File: src/rtl/wb_except_ctrl_pkg.sv
// Shared constants for the writeback exception controller: MIPS ExcCodes,
// CP0 {rd,sel} addresses, the exception vector and ws_exc bit positions.
package wb_except_ctrl_pkg;

   localparam logic [4:0] EX_INT  = 5'd0;
   localparam logic [4:0] EX_ADEL = 5'd4;
   localparam logic [4:0] EX_ADES = 5'd5;
   localparam logic [4:0] EX_SYS  = 5'd8;
   localparam logic [4:0] EX_BP   = 5'd9;
   localparam logic [4:0] EX_RI   = 5'd10;
   localparam logic [4:0] EX_OV   = 5'd12;

   localparam logic [7:0] CP0_STATUS   = 8'h60;
   localparam logic [7:0] CP0_CAUSE    = 8'h68;
   localparam logic [7:0] CP0_EPC      = 8'h70;
   localparam logic [7:0] CP0_BADVADDR = 8'h40;

   localparam logic [31:0] EX_ENTRY = 32'hbfc00380;

   // ws_exc = {adel_if, ri, ov, sys, brk, adel_ld, ades}
   localparam int EXC_ADES    = 0;
   localparam int EXC_ADEL_LD = 1;
   localparam int EXC_BRK     = 2;
   localparam int EXC_SYS     = 3;
   localparam int EXC_OV      = 4;
   localparam int EXC_RI      = 5;
   localparam int EXC_ADEL_IF = 6;

   typedef enum logic {
      ST_IDLE  = 1'b0,
      ST_FLUSH = 1'b1
   } wb_state_e;

endpackage

File: src/rtl/wb_except_ctrl_int_sync.sv
// Two-flop synchroniser for the asynchronous hardware interrupt lines.
module int_sync #(
   parameter int WIDTH = 6
) (
   input  logic             clk,
   input  logic             resetn,
   input  logic [WIDTH-1:0] d,
   output logic [WIDTH-1:0] q
);

   logic [WIDTH-1:0] meta_q, meta_d;
   logic [WIDTH-1:0] sync_q, sync_d;

   always_comb begin
      meta_d = d;
      sync_d = meta_q;
   end

   always_ff @(posedge clk or negedge resetn) begin
      if (!resetn) begin
         meta_q <= '0;
         sync_q <= '0;
      end else begin
         meta_q <= meta_d;
         sync_q <= sync_d;
      end
   end

   assign q = sync_q;

endmodule

File: src/rtl/wb_except_ctrl.sv
// Writeback exception/commit controller feeding CP0: prioritises exceptions,
// drives CP0 write controls and holds a fetch redirect until it is accepted.
module wb_except_ctrl #(
   parameter int          HW_INT   = 6,
   parameter logic [31:0] EX_ENTRY = wb_except_ctrl_pkg::EX_ENTRY
) (
   input  logic              clk,
   input  logic              resetn,
   input  logic              ws_valid,
   input  logic [31:0]       ws_pc,
   input  logic              ws_bd,
   input  logic [6:0]        ws_exc,
   input  logic [31:0]       ws_badvaddr,
   input  logic              ws_eret,
   input  logic              ws_mtc0,
   input  logic [7:0]        ws_cp0_addr,
   input  logic [31:0]       ws_rt_value,
   input  logic              status_ie,
   input  logic              status_exl,
   input  logic [7:0]        status_im,
   input  logic [1:0]        cause_ip_sw,
   input  logic [31:0]       epc_value,
   input  logic [HW_INT-1:0] hw_int,
   output logic              wb_ex,
   output logic [4:0]        wb_excode,
   output logic              wb_bd,
   output logic [31:0]       wb_epc,
   output logic [31:0]       wb_badvaddr,
   output logic              eret_flush,
   output logic              mtc0_we,
   output logic [7:0]        cp0_addr,
   output logic [31:0]       cp0_wdata,
   output logic [HW_INT-1:0] cause_ip_hw,
   output logic              ws_commit,
   output logic              flush_valid,
   output logic [31:0]       flush_pc,
   input  logic              flush_ready
);
   import wb_except_ctrl_pkg::*;

   wb_state_e         state_q, state_d;
   logic [31:0]       flush_pc_q, flush_pc_d;
   logic [HW_INT+1:0] ip_all;
   logic              int_pend;
   logic              exc_hit;
   logic [4:0]        exc_code;
   logic [31:0]       exc_badvaddr;
   logic              active, ex_take, eret_take, mtc0_take;

   int_sync #(.WIDTH(HW_INT)) u_int_sync (
      .clk    (clk),
      .resetn (resetn),
      .d      (hw_int),
      .q      (cause_ip_hw)
   );

   assign ip_all   = {cause_ip_hw, cause_ip_sw};
   assign int_pend = status_ie & ~status_exl & (|(ip_all & status_im[HW_INT+1:0]));

   // Fixed-priority encoder; only address errors report a BadVAddr.
   always_comb begin
      exc_hit      = 1'b1;
      exc_code     = EX_INT;
      exc_badvaddr = '0;
      if (int_pend) begin
         exc_code = EX_INT;
      end else if (ws_exc[EXC_ADEL_IF]) begin
         exc_code     = EX_ADEL;
         exc_badvaddr = ws_pc;
      end else if (ws_exc[EXC_RI]) begin
         exc_code = EX_RI;
      end else if (ws_exc[EXC_OV]) begin
         exc_code = EX_OV;
      end else if (ws_exc[EXC_SYS]) begin
         exc_code = EX_SYS;
      end else if (ws_exc[EXC_BRK]) begin
         exc_code = EX_BP;
      end else if (ws_exc[EXC_ADEL_LD]) begin
         exc_code     = EX_ADEL;
         exc_badvaddr = ws_badvaddr;
      end else if (ws_exc[EXC_ADES]) begin
         exc_code     = EX_ADES;
         exc_badvaddr = ws_badvaddr;
      end else begin
         exc_hit = 1'b0;
      end
   end

   // resetn is folded in so outputs are quiet the moment reset asserts.
   assign active    = resetn & (state_q == ST_IDLE) & ws_valid;
   assign ex_take   = active & exc_hit;
   assign eret_take = active & ~exc_hit & ws_eret;
   assign mtc0_take = active & ~exc_hit & ~ws_eret & ws_mtc0;

   always_ff @(posedge clk or negedge resetn) begin
      if (!resetn) begin
         state_q    <= ST_IDLE;
         flush_pc_q <= EX_ENTRY;
      end else begin
         state_q    <= state_d;
         flush_pc_q <= flush_pc_d;
      end
   end

   always_comb begin
      state_d    = state_q;
      flush_pc_d = flush_pc_q;
      case (state_q)
         ST_IDLE: begin
            if (ex_take) begin
               state_d    = ST_FLUSH;
               flush_pc_d = EX_ENTRY;
            end else if (eret_take) begin
               state_d    = ST_FLUSH;
               flush_pc_d = epc_value;
            end
         end
         ST_FLUSH: begin
            if (flush_ready) begin
               state_d = ST_IDLE;
            end
         end
         default: state_d = ST_IDLE;
      endcase
   end

   always_comb begin
      wb_ex       = ex_take;
      wb_excode   = '0;
      wb_bd       = 1'b0;
      wb_epc      = '0;
      wb_badvaddr = '0;
      eret_flush  = eret_take;
      mtc0_we     = mtc0_take;
      cp0_addr    = '0;
      cp0_wdata   = '0;
      ws_commit   = active & ~exc_hit;
      flush_valid = (state_q == ST_FLUSH);
      flush_pc    = EX_ENTRY;
      if (ex_take) begin
         wb_excode   = exc_code;
         wb_bd       = ws_bd;
         wb_epc      = ws_bd ? (ws_pc - 32'd4) : ws_pc;
         wb_badvaddr = exc_badvaddr;
      end
      if (mtc0_take) begin
         cp0_addr  = ws_cp0_addr;
         cp0_wdata = ws_rt_value;
      end
      if (state_q == ST_FLUSH) begin
         flush_pc = flush_pc_q;
      end else if (eret_take) begin
         flush_pc = epc_value;
      end
   end

endmodule

File: config.mk
export PLATFORM = sky130hd
export DESIGN_NAME = wb_except_ctrl
export DESIGN_NICKNAME = d
export VERILOG_FILES = /design/src/rtl/wb_except_ctrl_pkg.sv /design/src/rtl/wb_except_ctrl_int_sync.sv /design/src/rtl/wb_except_ctrl.sv
export SDC_FILE = /design/constraint.sdc
export NUM_CORES = 1
export LEC_CHECK = 0
export CELL_PAD_IN_SITES_DETAIL_PLACEMENT = 0
export CELL_PAD_IN_SITES_GLOBAL_PLACEMENT = 1
export CORE_AREA = 2 2 91 180
export DETAILED_ROUTE_END_ITERATION = 12
export DIE_AREA = 0 0 93 182
export DONT_BUFFER_PORTS = 1
export GPL_TIMING_DRIVEN = 0
export PLACE_DENSITY_LB_ADDON = 0.08
export RECOVER_POWER = 50
export SYNTH_ARGS = -nofsm -noshare
export SYNTH_HDL_FRONTEND = slang
export SYNTH_SLANG_ARGS = --single-unit
File: constraint.sdc
create_clock -name clk -period 6.1 [get_ports clk]
set_clock_uncertainty 0.2 [all_clocks]
set_input_delay 0.61 -clock clk [delete_from_list [all_inputs] [get_ports clk]]
set_output_delay 0.61 -clock clk [all_outputs]
set_load 0.01 [all_outputs]
==> run summary, run 1 <==
Syn_nets = 587
Clock root buffer = clkbuf_16
Failing checks = capacitance limit, slew limit
Final Critical Period = 4.28 ns
Met3 Track Usage GR = 0.0378
Worst EP required = 5.29 ns
DR vias = 3,475
Clk sink count = 45
Setup TNS = 0 ns
Die W = 93 um
Arrival time of the worst setup path = 3.47 ns
Reg2reg start = flush_valid
# Post-CTS Setup Buffers = 0
Layout area overhead = 12.0%
Worst-skew pair later-pin latency = 0.28 ns
Tot GR Track Use = 0.165
Sequential fraction of the synthesis area = 0.324
Final HPWL DP = 11,600 um
Layout cells sized above 1 = 0.0794
Remaining DRCs = 0
Hold Fails Final Rpt = 0
Hold crit path type = reg -> reg
WL per Instance = 23.0 um
Drt initial violations = 88
WL final = 14,600 um
Max-cap violations = 1
Placed Instances = 619
Worst-Margin Slew = 2.43 ns
Die Y = 182 um
Initial antenna violation count = 4
Vias in the first global route = 3,457
Met1 Resource Use GR = 0.187
Ports = 321
Post-synth ARST share = 1.00
Post-DRT Antenna Nets = 0
CORE AREA = 15,600 um2
Achievable Freq = 234 MHz
Total global routing overflow = 0
Startpoint types = input port
PortBufs = 0
Run status = finished, violations left
Synth Instances = 418
Layout Utilization = 0.252
Clk slew on worst S/H paths = 0.06 ns
Leakage = 1.51 nW
Cell Area, Synth = 3520 um2
Yosys Warn Count = 0
Largest net degree at the start of global routing = 46
Die area = 16,900 um2
Synth unique cells = 44
Clock buffer depth = 2
Initial Utilization = 0.225
Slew Limit Fails = 46
Fin Hold WS = 0.149 ns
Total CTS buffers = 5
Rel. slew slack = -0.618
Number of synthesized flops with an enable pin = 0
Number of synthesized register bits = 45
CTS tree = yes
CTS H-tree depth = 2
First-pass GRT wire length = 21,300 um
Pwr per Cell Area = 186 nW/um2
Vias per cell = 5.49
Max VDD drop = 0.145 mV
Crit path kind = in -> out
Nets = 596
Post-synth top flop = dfrtp_1
Gpl congestion = 0.732
Hold_buf cts = 2
Crit Path Max Fanout = 10
Cts repair resizes = 0
Final setup fails = 0
Top Usage Layer GRT = met2
GR Util met2 = 0.300
Post-Layout Cell Count = 633
Fin crit share = 0.701
TritonRoute pass-1 iters = 4
RSZ-0062 raised after global routing = false
Core Rows = 65
Worst hold start = u_int_sync.meta_q[3]
Worst setup EP type = output pin
Crit. Startpoint = ws_exc[6]
Syn avg cell area = 8.42 um2
logic make-up after synthesis:
group	synth area share
buffers and inverters	0.0771
adder cells (fa/ha/maj)	0.00355
AO/OA/AOI/OAI	0.309
other	0.00107
flip-flops	0.324
AND/OR/NAND/NOR	0.258
XOR/XNOR	0.0274
final cells by class:
cell class | instances | area, um2
clock inverter | 1 | 30.0
buffer | 37 | 176
multi-input combinational | 315 | 2100
timing repair buffer | 2 | 13.8
sequential | 45 | 1140
fill | 1729 | 11700
inverter | 21 | 80.1
clock buffer | 7 | 143
tap | 201 | 251
antenna | 4 | 10.0
through the flow:
step           setup slack, ns  total power, W  cell area, um2
6_report                  1.82        0.000733            3940
5_1_grt                   1.36        0.000778            3940
4_1_cts                   2.15        0.000753            3980
3_5_place_dp              2.17        0.000420            3770
3_3_place_gp              2.16        0.000421            3770
2_1_floorplan             2.78        0.000392            3520
critical path, stage by stage:
cell and delay [ns]:
clkbuf_1 0.24, or3_1 0.44, or4b_1 0.52, clkbuf_1 0.18
nor4_1 0.81, clkbuf_1 0.41, and2_1 0.25
per-layer routing:
layer | wire length [um] | part of all wire
met1 | 5330 | 0.37
met2 | 7520 | 0.52
met3 | 1240 | 0.085
met4 | 471 | 0.032
met5 | 0 | 0
Yosys cell counts, types with 4 or more instances:
master | number | area [um2]
nor2_1 | 53 | 199
a22o_1 | 40 | 350
and2_1 | 40 | 250
a22oi_1 | 36 | 270
dfrtp_1 | 33 | 826
clkbuf_1 | 25 | 93.8
a2bb2oi_1 | 24 | 210
a21oi_1 | 20 | 100
inv_1 | 20 | 75.1
dfstp_2 | 12 | 315
or4_1 | 12 | 90.1
o31ai_1 | 10 | 75.1
or3_1 | 10 | 62.6
xor2_1 | 9 | 78.8
buf_2 | 6 | 30.0
nand2_1 | 6 | 22.5
o21ai_0 | 6 | 30.0
buf_6 | 5 | 56.3
nand2b_1 | 5 | 31.3
nor4_1 | 5 | 31.3
nand3_1 | 4 | 20.0
nand4b_1 | 4 | 35.0
nor3_1 | 4 | 20.0
sequential cells by signal (all words and copies together) (netlist names):
name / cells
flush_valid: 1
u_int_sync.meta_q: 6
flush_pc_q: 32
u_int_sync.q: 6
path summary, 6_finish.rpt:
kind	cells past startpoint	slack, ns	endpoint
max	7	1.82	cp0_addr[6]
min	0	0.15	u_int_sync.q[3]
max reg2reg	9	3.28	flush_pc_q[11]
min reg2reg	0	0.15	u_int_sync.q[3]
max in group asynchronous	2	2.89	u_int_sync.q[4]
min in group asynchronous	2	1.43	flush_pc_q[21]
layout by cell type, fill, tap and decap left out, types with 4 or more instances in the layout:
| cell | n |
|---|---|
| a21oi_1 | 20 |
| a22o_1 | 40 |
| a22oi_1 | 36 |
| a2bb2oi_1 | 24 |
| and2_1 | 40 |
| buf_6 | 4 |
| clkbuf_1 | 31 |
| clkbuf_16 | 5 |
| dfrtp_1 | 33 |
| dfstp_2 | 12 |
| diode_2 | 4 |
| inv_1 | 20 |
| nand2_1 | 6 |
| nand2b_1 | 5 |
| nand3_1 | 4 |
| nand4b_1 | 4 |
| nor2_1 | 53 |
| nor3_1 | 4 |
| nor4_1 | 6 |
| o21ai_0 | 7 |
| o31ai_1 | 11 |
| or3_1 | 10 |
| or4_1 | 12 |
| xor2_1 | 9 |
power by group:
group	total (W)	switching, W	internal, W
clock network	0.000315	0.000110	0.000205
registers	0.000310	0.00000522	0.000305
logic	0.000108	0.0000737	0.0000341
(Power assumes the default switching activity.)
==> run 2: changes to the inputs <==
Clock period 6.1 ns to 3.8 ns, I/O delays scaled along.
==> run 2 against run 1 <==
Net effect: the flow still finishes with violations (capacitance limit, slew limit); global-route usage about the same; via count increased by 0.92%; count of clock-buffer cells in the layout unchanged; first-iteration DRC count increased by 13%; sequential share of layout area decreased by 0.48 points; sequential power increased by 60%; combinational power increased by 66%; wire length increased by 0.23%; critical path depth decreased by 1; worst hold slack got worse by 0.13 ns; flip-flop and latch count unchanged; clock power increased by 61%; critical path type unchanged; critical endpoint is now wb_badvaddr[29]; highest routed layer unchanged.
==> run summary, run 2 (synthesized netlist as in run 1, its figures left out) <==
Nets = 602
Crit path kind = in -> out
Die area = 16,900 um2
RSZ-0062 raised after global routing = false
Max-cap violations = 1
Remaining DRCs = 0
CORE AREA = 15,600 um2
Largest net degree at the start of global routing = 46
Worst-Margin Slew = 2.42 ns
Arrival time of the worst setup path = 2.81 ns
Pwr per Cell Area = 295 nW/um2
First-pass GRT wire length = 21,300 um
Layout area overhead = 13.9%
Clock buffer depth = 2
Total CTS buffers = 5
Die W = 93 um
CTS H-tree depth = 2
Leakage = 1.53 nW
WHS Path Cells = 1
Clk slew on worst S/H paths = 0.06 ns
Startpoint types = input port
Commonest non-fill, non-tap cells in the layout = nor2_1 (53), and2_1 (40), a22o_1 (40)
Final HPWL DP = 11,600 um
Setup TNS = 0 ns
Biggest register = flush_pc_q
Fin crit share = 0.893
CTS tree = yes
Run status = finished, violations left
# Post-CTS Setup Buffers = 0
Vias in the first global route = 3,478
Drt initial violations = 99
Crit Path Max Fanout = 10
Final Critical Period = 3.39 ns
Hold crit path type = in -> reg
Cts repair resizes = 0
Layout cells sized above 1 = 0.0806
Vias per cell = 5.49
Max reg flops = 32
Rel. slew slack = -0.615
DR vias = 3,507
WL final = 14,600 um
Core Rows = 65
Final setup fails = 0
Failing checks = capacitance limit, slew limit
Achievable Freq = 295 MHz
Initial Utilization = 0.225
Hold Fails Final Rpt = 0
PortBufs = 0
Post-DRT Antenna Nets = 0
Placement Cell Area = 3770 um2
Max VDD drop = 0.234 mV
Total global routing overflow = 0
Ports = 321
Worst-skew pair later-pin latency = 0.28 ns
Post-route cell area = 4010 um2
Fill count = 1,721
Fin Hold WS = 0.0201 ns
WL per Instance = 22.8 um
FF-to-FF path depth = 9
Tot GR Track Use = 0.165
TritonRoute pass-1 iters = 4
Hold_buf cts = 8
Gpl congestion = 0.732
Clk sink count = 45
Worst setup EP type = output pin
Die Y = 182 um
Worst EP required = 3.22 ns
Initial antenna violation count = 4
Clock root buffer = clkbuf_16
Most common cell after layout, fill and taps aside = nor2_1
Slew Limit Fails = 46
[run 2: changes by cell type in the layout (fill, tap and decap cells not counted), sizes merged]
cell         delta
dlygate4sd3     +6
[run 2: worst paths after layout]
check	from	to	slack [ns]
max	ws_exc[6]	wb_badvaddr[29]	0.41
min	epc_value[25]	flush_pc_q[25]	0.02
max reg2reg	flush_valid	flush_pc_q[11]	0.84
min reg2reg	u_int_sync.meta_q[3]	u_int_sync.q[3]	0.15
max in group asynchronous	resetn	u_int_sync.q[1]	0.83
min in group asynchronous	resetn	flush_pc_q[17]	1.20
[run 2: critical path: stages]
cell      delay, ns
buf_6          0.12
or3_1          0.37
nor4_1         1.10
clkbuf_1       0.48
a22oi_1        0.13
nor2_1         0.22
[run 2: layout make-up]
type                    instances  area [um2]  area share
multi-input cells             315        2100       0.525
repair buffers                  8        73.8      0.0184
well taps                     201         251      0.0628
plain buffers                  37         176      0.0440
inverters                      21        80.1      0.0200
flip-flops and latches         45        1140       0.285
clock inverters                 1        30.0     0.00749
diodes                          4        10.0     0.00250
clock buffers                   7         143      0.0356
[run 2: power breakdown]
| group | leakage, nW | total, W | switching (W) | internal, W |
|---|---|---|---|---|
| registers | 0.558 | 0.000497 | 0.00000839 | 0.000489 |
| clock network | 0.0841 | 0.000508 | 0.000179 | 0.000329 |
| logic | 0.892 | 0.000179 | 0.000119 | 0.0000598 |
| total | 1.53 | 0.00118 | 0.000307 | 0.000878 |
[run 2: metal layers]
metal  GRT usage  routed length, um
met5           0                  0
met4      0.0529                429
met3      0.0365               1250
met2       0.301               7560
met1       0.187               5360
[run 2: metrics by stage]
stage	utilization	setup WS [ns]	total power, W	instances
floorplan	-	0.935	0.000630	418
global placement	0.242	0.324	0.000676	619
detailed placement	0.242	0.330	0.000675	619
CTS	0.259	0.313	0.00121	635
global route	0.257	0.0952	0.00125	639
finish	0.257	0.407	0.00118	639
